**src/rtl/fetch_pair_queue.sv**
```systemverilog
// rtl/fetch_pair_queue.sv - dual-issue fetch-side instruction queue feeding the IF/ID pair
//
// Purpose:
//   Accepts up to two instructions per cycle from fetch and presents the two oldest
//   entries, in program order, to decode. Decode consumes 0, 1 or 2 entries per cycle.
//
// Ports:
//   clk, rst                 clock (rising edge), synchronous active-high reset
//   flush                    discard all entries (redirect / mispredict)
//   push_valid               fetch presents a group this cycle
//   push_b_valid             second instruction of the group is valid
//   push_pc                  PC of first instruction (second is push_pc + 4)
//   push_instr_a/_b          first / second instruction
//   push_ready               at least two free entries
//   consume_0 / consume_1    decode takes slot 0 / slot 1 (slot 1 only with slot 0)
//   out_valid_0/_1           slot 0 / slot 1 holds an entry
//   out_pc_*, out_pcplus4_*, out_instr_*   oldest (0) and second-oldest (1) entries
//   count                    occupied entries

module fetch_pair_queue #(
  parameter int DEPTH = 8,
  parameter int XLEN  = 32
) (
  input  logic                       clk,
  input  logic                       rst,
  input  logic                       flush,
  input  logic                       push_valid,
  input  logic                       push_b_valid,
  input  logic [XLEN-1:0]            push_pc,
  input  logic [XLEN-1:0]            push_instr_a,
  input  logic [XLEN-1:0]            push_instr_b,
  output logic                       push_ready,
  input  logic                       consume_0,
  input  logic                       consume_1,
  output logic                       out_valid_0,
  output logic                       out_valid_1,
  output logic [XLEN-1:0]            out_pc_0,
  output logic [XLEN-1:0]            out_pcplus4_0,
  output logic [XLEN-1:0]            out_instr_0,
  output logic [XLEN-1:0]            out_pc_1,
  output logic [XLEN-1:0]            out_pcplus4_1,
  output logic [XLEN-1:0]            out_instr_1,
  output logic [$clog2(DEPTH):0]     count
);

  localparam int AW = $clog2(DEPTH);
  localparam int CW = AW + 1;

  // Full-group threshold: free entries >= 2  <=>  count <= DEPTH - 2.
  localparam logic [CW-1:0] READY_LIMIT = CW'(DEPTH - 2);
  localparam logic [XLEN-1:0] PC_STEP    = XLEN'(4);
  localparam logic [XLEN-1:0] NOP_INSTR  = XLEN'(32'h13);

  logic [XLEN-1:0] mem_pc    [DEPTH];
  logic [XLEN-1:0] mem_instr [DEPTH];

  logic [AW-1:0]   head;
  logic [AW-1:0]   tail;
  logic [AW-1:0]   head_p1;
  logic [AW-1:0]   tail_p1;

  logic            push_acc;
  logic [CW-1:0]   push_n;
  logic [CW-1:0]   pop_n;
  logic [XLEN-1:0] push_pc_b;

  // Pointers are AW bits wide, so +1 wraps modulo DEPTH for free.
  assign head_p1   = head + AW'(1);
  assign tail_p1   = tail + AW'(1);
  assign push_pc_b = push_pc + PC_STEP;

  // Readiness looks only at the registered count: no credit for same-cycle pops.
  assign push_ready = (count <= READY_LIMIT);
  assign push_acc   = push_valid && push_ready;

  assign out_valid_0 = (count >= CW'(1));
  assign out_valid_1 = (count >= CW'(2));

  always_comb begin
    push_n = '0;
    if (push_acc) begin
      push_n = push_b_valid ? CW'(2) : CW'(1);
    end
  end

  // In-order pops: slot 1 can only go together with slot 0; gating on the valid
  // flags clamps the pop count to the occupancy.
  always_comb begin
    pop_n = '0;
    if (consume_0 && out_valid_0) begin
      pop_n = (consume_1 && out_valid_1) ? CW'(2) : CW'(1);
    end
  end

  // Invalid slots present a NOP at PC 0 so decode never sees stale storage.
  always_comb begin
    out_pc_0    = '0;
    out_instr_0 = NOP_INSTR;
    out_pc_1    = '0;
    out_instr_1 = NOP_INSTR;
    if (out_valid_0) begin
      out_pc_0    = mem_pc[head];
      out_instr_0 = mem_instr[head];
    end
    if (out_valid_1) begin
      out_pc_1    = mem_pc[head_p1];
      out_instr_1 = mem_instr[head_p1];
    end
  end

  assign out_pcplus4_0 = out_pc_0 + PC_STEP;
  assign out_pcplus4_1 = out_pc_1 + PC_STEP;

  // Pointer and occupancy state. Flush behaves exactly like reset and drops any
  // push or consume presented in the same cycle.
  always_ff @(posedge clk) begin
    if (rst || flush) begin
      head  <= '0;
      tail  <= '0;
      count <= '0;
    end else begin
      head  <= head + AW'(pop_n);
      tail  <= tail + AW'(push_n);
      count <= count + push_n - pop_n;
    end
  end

  // Storage needs no reset: entries are only observed once counted as valid.
  always_ff @(posedge clk) begin
    if (!rst && !flush && push_acc) begin
      mem_pc[tail]    <= push_pc;
      mem_instr[tail] <= push_instr_a;
      if (push_b_valid) begin
        mem_pc[tail_p1]    <= push_pc_b;
        mem_instr[tail_p1] <= push_instr_b;
      end
    end
  end

endmodule

```
**config.mk**
```make
export PLATFORM = sky130hd
export DESIGN_NAME = fetch_pair_queue
export DESIGN_NICKNAME = d
export VERILOG_FILES = /design/src/rtl/fetch_pair_queue.sv
export SDC_FILE = /design/constraint.sdc
export NUM_CORES = 1
export LEC_CHECK = 0
export ABC_CLOCK_PERIOD_IN_PS = 8400
export CAP_MARGIN = 20
export CORE_AREA = 5 5 254 256
export DETAILED_ROUTE_END_ITERATION = 12
export DIE_AREA = 0 0 259 261
export PLACE_DENSITY = 0.77
export REMOVE_ABC_BUFFERS = 1
export SKIP_CTS_REPAIR_TIMING = 1
export SYNTH_ARGS = -nofsm -noshare
export SYNTH_HDL_FRONTEND = slang
export SYNTH_SLANG_ARGS = --single-unit
export TNS_END_PERCENT = 30
```
**constraint.sdc**
```tcl
create_clock -name clk -period 8.4 [get_ports clk]
set_clock_uncertainty 0.2 [all_clocks]
set_input_delay 1.68 -clock clk [delete_from_list [all_inputs] [get_ports clk]]
set_output_delay 1.68 -clock clk [all_outputs]
set_load 0.05 [all_outputs]
```
# ---- After elaboration in Yosys (flattened, before gate mapping)
# Memories as Yosys holds them, arrays and structs flattened. A register that Yosys moved wholly into a read port is not among the register bits.
# Index checks and enable logic that the tools add are counted.
dict set report totals {
  reg_bits 10
  ramBits 512
  input_bits 103
  word_cells 40
  n_memories 2
}
# memory words width rd rd_ports_with_merged_regs wr line
set mem_list {}
lappend mem_list {mem_instr 8 32 2 1 2 55} ;# logic [XLEN-1:0] mem_instr [DEPTH];
lappend mem_list {mem_pc 8 32 2 1 2 54} ;# logic [XLEN-1:0] mem_pc [DEPTH];
dict set report op_classes {
  addsub 9
  magnitude_cmp 3
  n_mux 15
  n_reduce_logical 8
}
# cell n
set ops {}
lappend ops {{32-bit 2-to-1 mux} 4}
lappend ops {{32-bit by 3-bit adder with 32-bit output, second input constant} 3}
lappend ops {{2-bit 2-to-1 mux} 4}
lappend ops {{3-bit by 1-bit adder with 3-bit output, second input constant} 2}
lappend ops {{3-bit adder} 2}
lappend ops {{3-bit 2-to-1 mux} 2}
lappend ops {{1-bit logical AND} 5}
lappend ops {{1-bit 2-to-1 mux} 5}
lappend ops {{4-bit adder} 1}
lappend ops {{4-bit by 1-bit greater-or-equal comparator with 1-bit output, second input constant} 1}
lappend ops {{4-bit by 2-bit greater-or-equal comparator with 1-bit output, second input constant} 1}
lappend ops {{4-bit by 3-bit less-or-equal comparator with 1-bit output, second input constant} 1}
lappend ops {{4-bit subtractor} 1}
lappend ops {{1-bit zero test} 2}
lappend ops {{1-bit logical OR} 1}

# ---- Longest topological paths before layout
dict set report logic_depth {
  depth_word 6
  ltp_mapped 17
}

# ---- Worst setup path after synthesis
# Ideal clock, no wire load.
dict set report synth_path {
  path_type {input to register}
  startpoint {input flush}
  endpoint {memory mem_instr[0][0] (enable)}
  arrival_ns 7.234
  t_required_ns 7.619
  slack_ns 0.385
  stages 4
  path_cell_list {or2_2 -> clkbuf_1 -> or3_1 -> o31ai_1}
}
# element line
set synth_lines {}
lappend synth_lines {{from (decl)} 26} ;# input logic flush,
lappend synth_lines {{to (decl)} 55}

# ---- Worst setup path after layout
dict set report layout_path {
  startpoint {register head[0]}
  endpoint {output out_pcplus4_1[22]}
}
dict set report layout_via {
  elab_chain_len 4
}
# element line
set layout_lines {}
lappend layout_lines {{from (decl)} 57} ;# logic [AW-1:0] head;
lappend layout_lines {{from (signal assigned)} 122} ;# head <= head + AW'(pop_n);
lappend layout_lines {{3-bit by 1-bit adder with 3-bit output} 68} ;# assign head_p1 = head + AW'(1);
lappend layout_lines {{memory read 8 x 32 bit} --}
lappend layout_lines {{32-bit 2-to-1 mux} 105} ;# if (out_valid_1) begin
lappend layout_lines {{32-bit by 3-bit adder with 32-bit output} 112} ;# assign out_pcplus4_1 = out_pc_1 + PC_STEP;
lappend layout_lines {{to (decl)} 41} ;# output logic [XLEN-1:0] out_pcplus4_1,
# Every way passes these cells.

==> impl_metrics.csv <==
group,metric,value,unit
run_status,status,"completed",
global_routing,via_count_of_the_first_global_routing_pass,24300,
power_and_ir_drop,powerDensity,284,nW/µm²
drt,post_drt_wl_per_cell,27.4,µm
timing,final.min_clock_period,7670,ps
yosys,synth_top_area_cell,"edfxtp_1",
yosys,yosysWarningCount,0,
critical_path,critPathLaunchType,"flip-flop",
job,maxCapViolCount,0,
clocking,clock_sinks,522,
power_and_ir_drop,p_int,0.00604,W
timing,worst_slew_pin_slew,1310,ps
power_and_ir_drop,combinationalPowerShare,49.6,%
die,die_height,261,µm
global_routing,first_pass_grt_wire_length,153000,µm
yosys,ys_seq_elements,522,
finish,mostFrequentLayoutCells,"nand2_1, edfxtp_1, clkdlybuf4s50_1, xnor2_1, mux4_2",
yosys,synth-edff-count,512,
place,hpwl_dp,63900,µm
drt,detail_route.wirelength,103000,µm
finish,final.fill_count,4783,
finish,layout-drive-gt1-share,18.6,%
global_routing,grt_antenna_before_repair,10,
yosys,flip_flop_cell_with_the_highest_count_after_synthesis,"edfxtp_1",
finish,fin_cells,3759,
clocking,cts_made_buffers,55,
power_and_ir_drop,switching_part_of_the_total_power,43.7,%
die,placementRows,92,
clocking,library_cell_used_as_clock_root_buffer,"clkbuf_16",
power_and_ir_drop,share_seq_of_total_power,27.6,%
drt,pre_repair_dr_iteration_count,5,
timing,fmax,0.130,GHz
drt,route.detailed.vias_per_inst,6.30,
drt,drt-initial-drc-count,2922,
die,initial_core_util,52.0,%
yosys,async_flop_share,0,%
die,fp.coreArea,62300,µm²
clocking,ctsHtreeMaxLevel,2,
die,die_area,67600,µm²
clocking,max_clock_buf_depth,3,
global_routing,grt_start_max_net_pins,157,
die,die-width,259,µm
place,placedCellCount,3651,
yosys,synth.area.top_cells,"edfxtp_1, mux4_2, nand2_1, xnor2_1, mux2_2",
critical_path,worstSetupPathType,"flip-flop to primary output",
yosys,syn_area,32400,µm²
power_and_ir_drop,power.switching,0.00470,W
timing,timing.final.setup_violations,0,
global_routing,overall_routing_resource_usage,29.9,%
power_and_ir_drop,clock_share_of_power,22.8,%
finish,layout-area-overhead-vs-synth,16.9,%
drt,route.vias.total,23700,
timing,slew_viol_final,0,
finish,most_frequent_standard_cell_in_the_layout_excluding_fill_and_tap_cells,"nand2_1",
timing,rsz0062_at_grt,"false",
timing,relSlewSlack,12.8,%
finish,fin_nets,2986,
critical_path,critPathRequiredTime,6520,ps
finish,final_util,60.8,%
yosys,netlist.area_leader.share,47.5,%
die,i_o_pins,302,
global_routing,globalRoute.totalOverflow,0,
clocking,clock_latency,620,ps
place,port_buffers,301,
place,gp_congestion,0.954,
clocking,clock_transition_at_path_regs,60,ps
yosys,synth.avg_cell_area,12.1,µm²
drt,drtAntennaViolNets,0,
timing,setup_total_negative_slack,0,ps
power_and_ir_drop,leakage,12.4,nW
drt,route.detailed.drc,0,
critical_path,crit_path_end_kind,"primary output",
power_and_ir_drop,ir_drop,0.202,mV
clocking,tritoncts,"built",
yosys,postSynthCellCount,2665,
timing,timing.final.crit_share,91.4,%
yosys,synth_seq_area_share,48.1,%
yosys,synth_cell_types,58,
critical_path,cp_data_arrival_time,5790,ps
critical_path,timing.critical_path.fanout_max,38,
timing,timing.final.hold_violations,0,
hold_path,worstHoldPathType,"flip-flop to flip-flop",
cells in the mapped netlist (2+ instances only):
library cell and n:
mux4_1 7, edfxtp_1 512, a22oi_2 2, nand3_1 45, a22o_1 5, buf_4 25, nor4_2 7, nor2b_1 6
nor3_2 5, fa_1 4, mux4_2 212, a22oi_1 31, o21ai_0 20, nand4_1 13, and2_1 19, buf_12 3
inv_1 29, xnor2_1 213, a21oi_1 43, dfxtp_1 10, mux2_2 145, nor4bb_1 2, nand3b_1 3, nand3_2 3
and3_1 25, a21oi_2 2, nor4_1 4, ha_1 14, nand4_2 2, xor2_1 67, nand2b_1 5, nor2_1 137
buf_1 21, and4b_1 4, clkbuf_1 108, nor3_1 15, and4_1 2, buf_6 13, buf_2 41, or3_1 2
nand2_1 692, o31ai_1 2, mux2i_1 130
worst paths after layout:
check / start / endpoint / slack, ps / cells past startpoint
setup / recovery: head[0] / out_pcplus4_1[22] / 730 / 10
hold / removal: tail[2] / tail[2] / 430 / 2
setup reg to reg: count[3] / mem_pc[5][23] / 3730 / 9
hold reg to reg: tail[2] / tail[2] / 430 / 2
power by group through the flow:
stage | sequential, W | clock, W | combinational (W)
6_report | 0.00296 | 0.00245 | 0.00532
5_1_grt | 0.00297 | 0.00256 | 0.00549
4_1_cts | 0.00296 | 0.00245 | 0.00528
3_5_place_dp | 0.00302 | 0 | 0.00527
3_3_place_gp | 0.00301 | 0 | 0.00522
2_1_floorplan | 0.00311 | 0 | 0.00353
final cells by class:
| class | instances | area [µm²] | share of cell area (%) |
|---|---|---|---|
| multi-input combinational | 1902 | 15800 | 41.7 |
| sequential | 522 | 15600 | 41.2 |
| timing repair buffer | 354 | 3510 | 9.28 |
| clock buffer | 68 | 1470 | 3.88 |
| tap | 846 | 1060 | 2.80 |
| clock inverter | 32 | 298 | 0.787 |
| inverter | 30 | 113 | 0.298 |
| antenna | 5 | 12.5 | 0.0331 |
critical path: stages, from the launching register on:
cell             delay [ps]
dfxtp_4                 780
ha_4                    290
xor2_4                  460
buf_4                   410
mux4_2                  260
mux2i_1                 100
nor3_1                  910
nand4_1                 610
nor4_2                  330
xor2_1                  180
clkdlybuf4s50_1         820
per-layer routing:
layer	vias up	global-route usage [%]	routed length (µm)
met1	11700	37.8	35800
met4	16	12.8	4860
met3	303	6.07	11300
met2	1571	50.7	51200
li1	10100	-	-
met5	-	0	105
stage by stage:
step	hold slack (ps)	setup WS (ps)	total power (W)	instance area, µm²
after floorplan	350	-8480	0.00664	31300
after CTS	428	764	0.0107	37800
after detailed placement	415	1410	0.00829	36000
after global placement	381	1330	0.00823	36000
final	432	726	0.0107	37800
after global routing	490	563	0.0110	37800
state kept, by name, indices dropped and copies added, names as in the netlist:
register / count
head: 3
mem_instr: 256
mem_pc: 256
count: 4
tail: 3
logic make-up (layout without fill, tap and decap cells):
| kind of cell | count (synthesis) | in the layout | synth area share [%] |
|---|---|---|---|
| flip-flops | 522 | 522 | 48.1 |
| XOR/XNOR | 282 | 282 | 7.71 |
| buffers and inverters | 241 | 484 | 3.70 |
| adder cells (fa/ha/maj) | 18 | 18 | 0.789 |
| multiplexers | 494 | 494 | 24.4 |
| AO/OA/AOI/OAI | 109 | 109 | 2.11 |
| other | 0 | 5 | 0 |
| AND/OR/NAND/NOR | 999 | 999 | 13.2 |
Note: power is estimated with default switching activity, not from simulation.
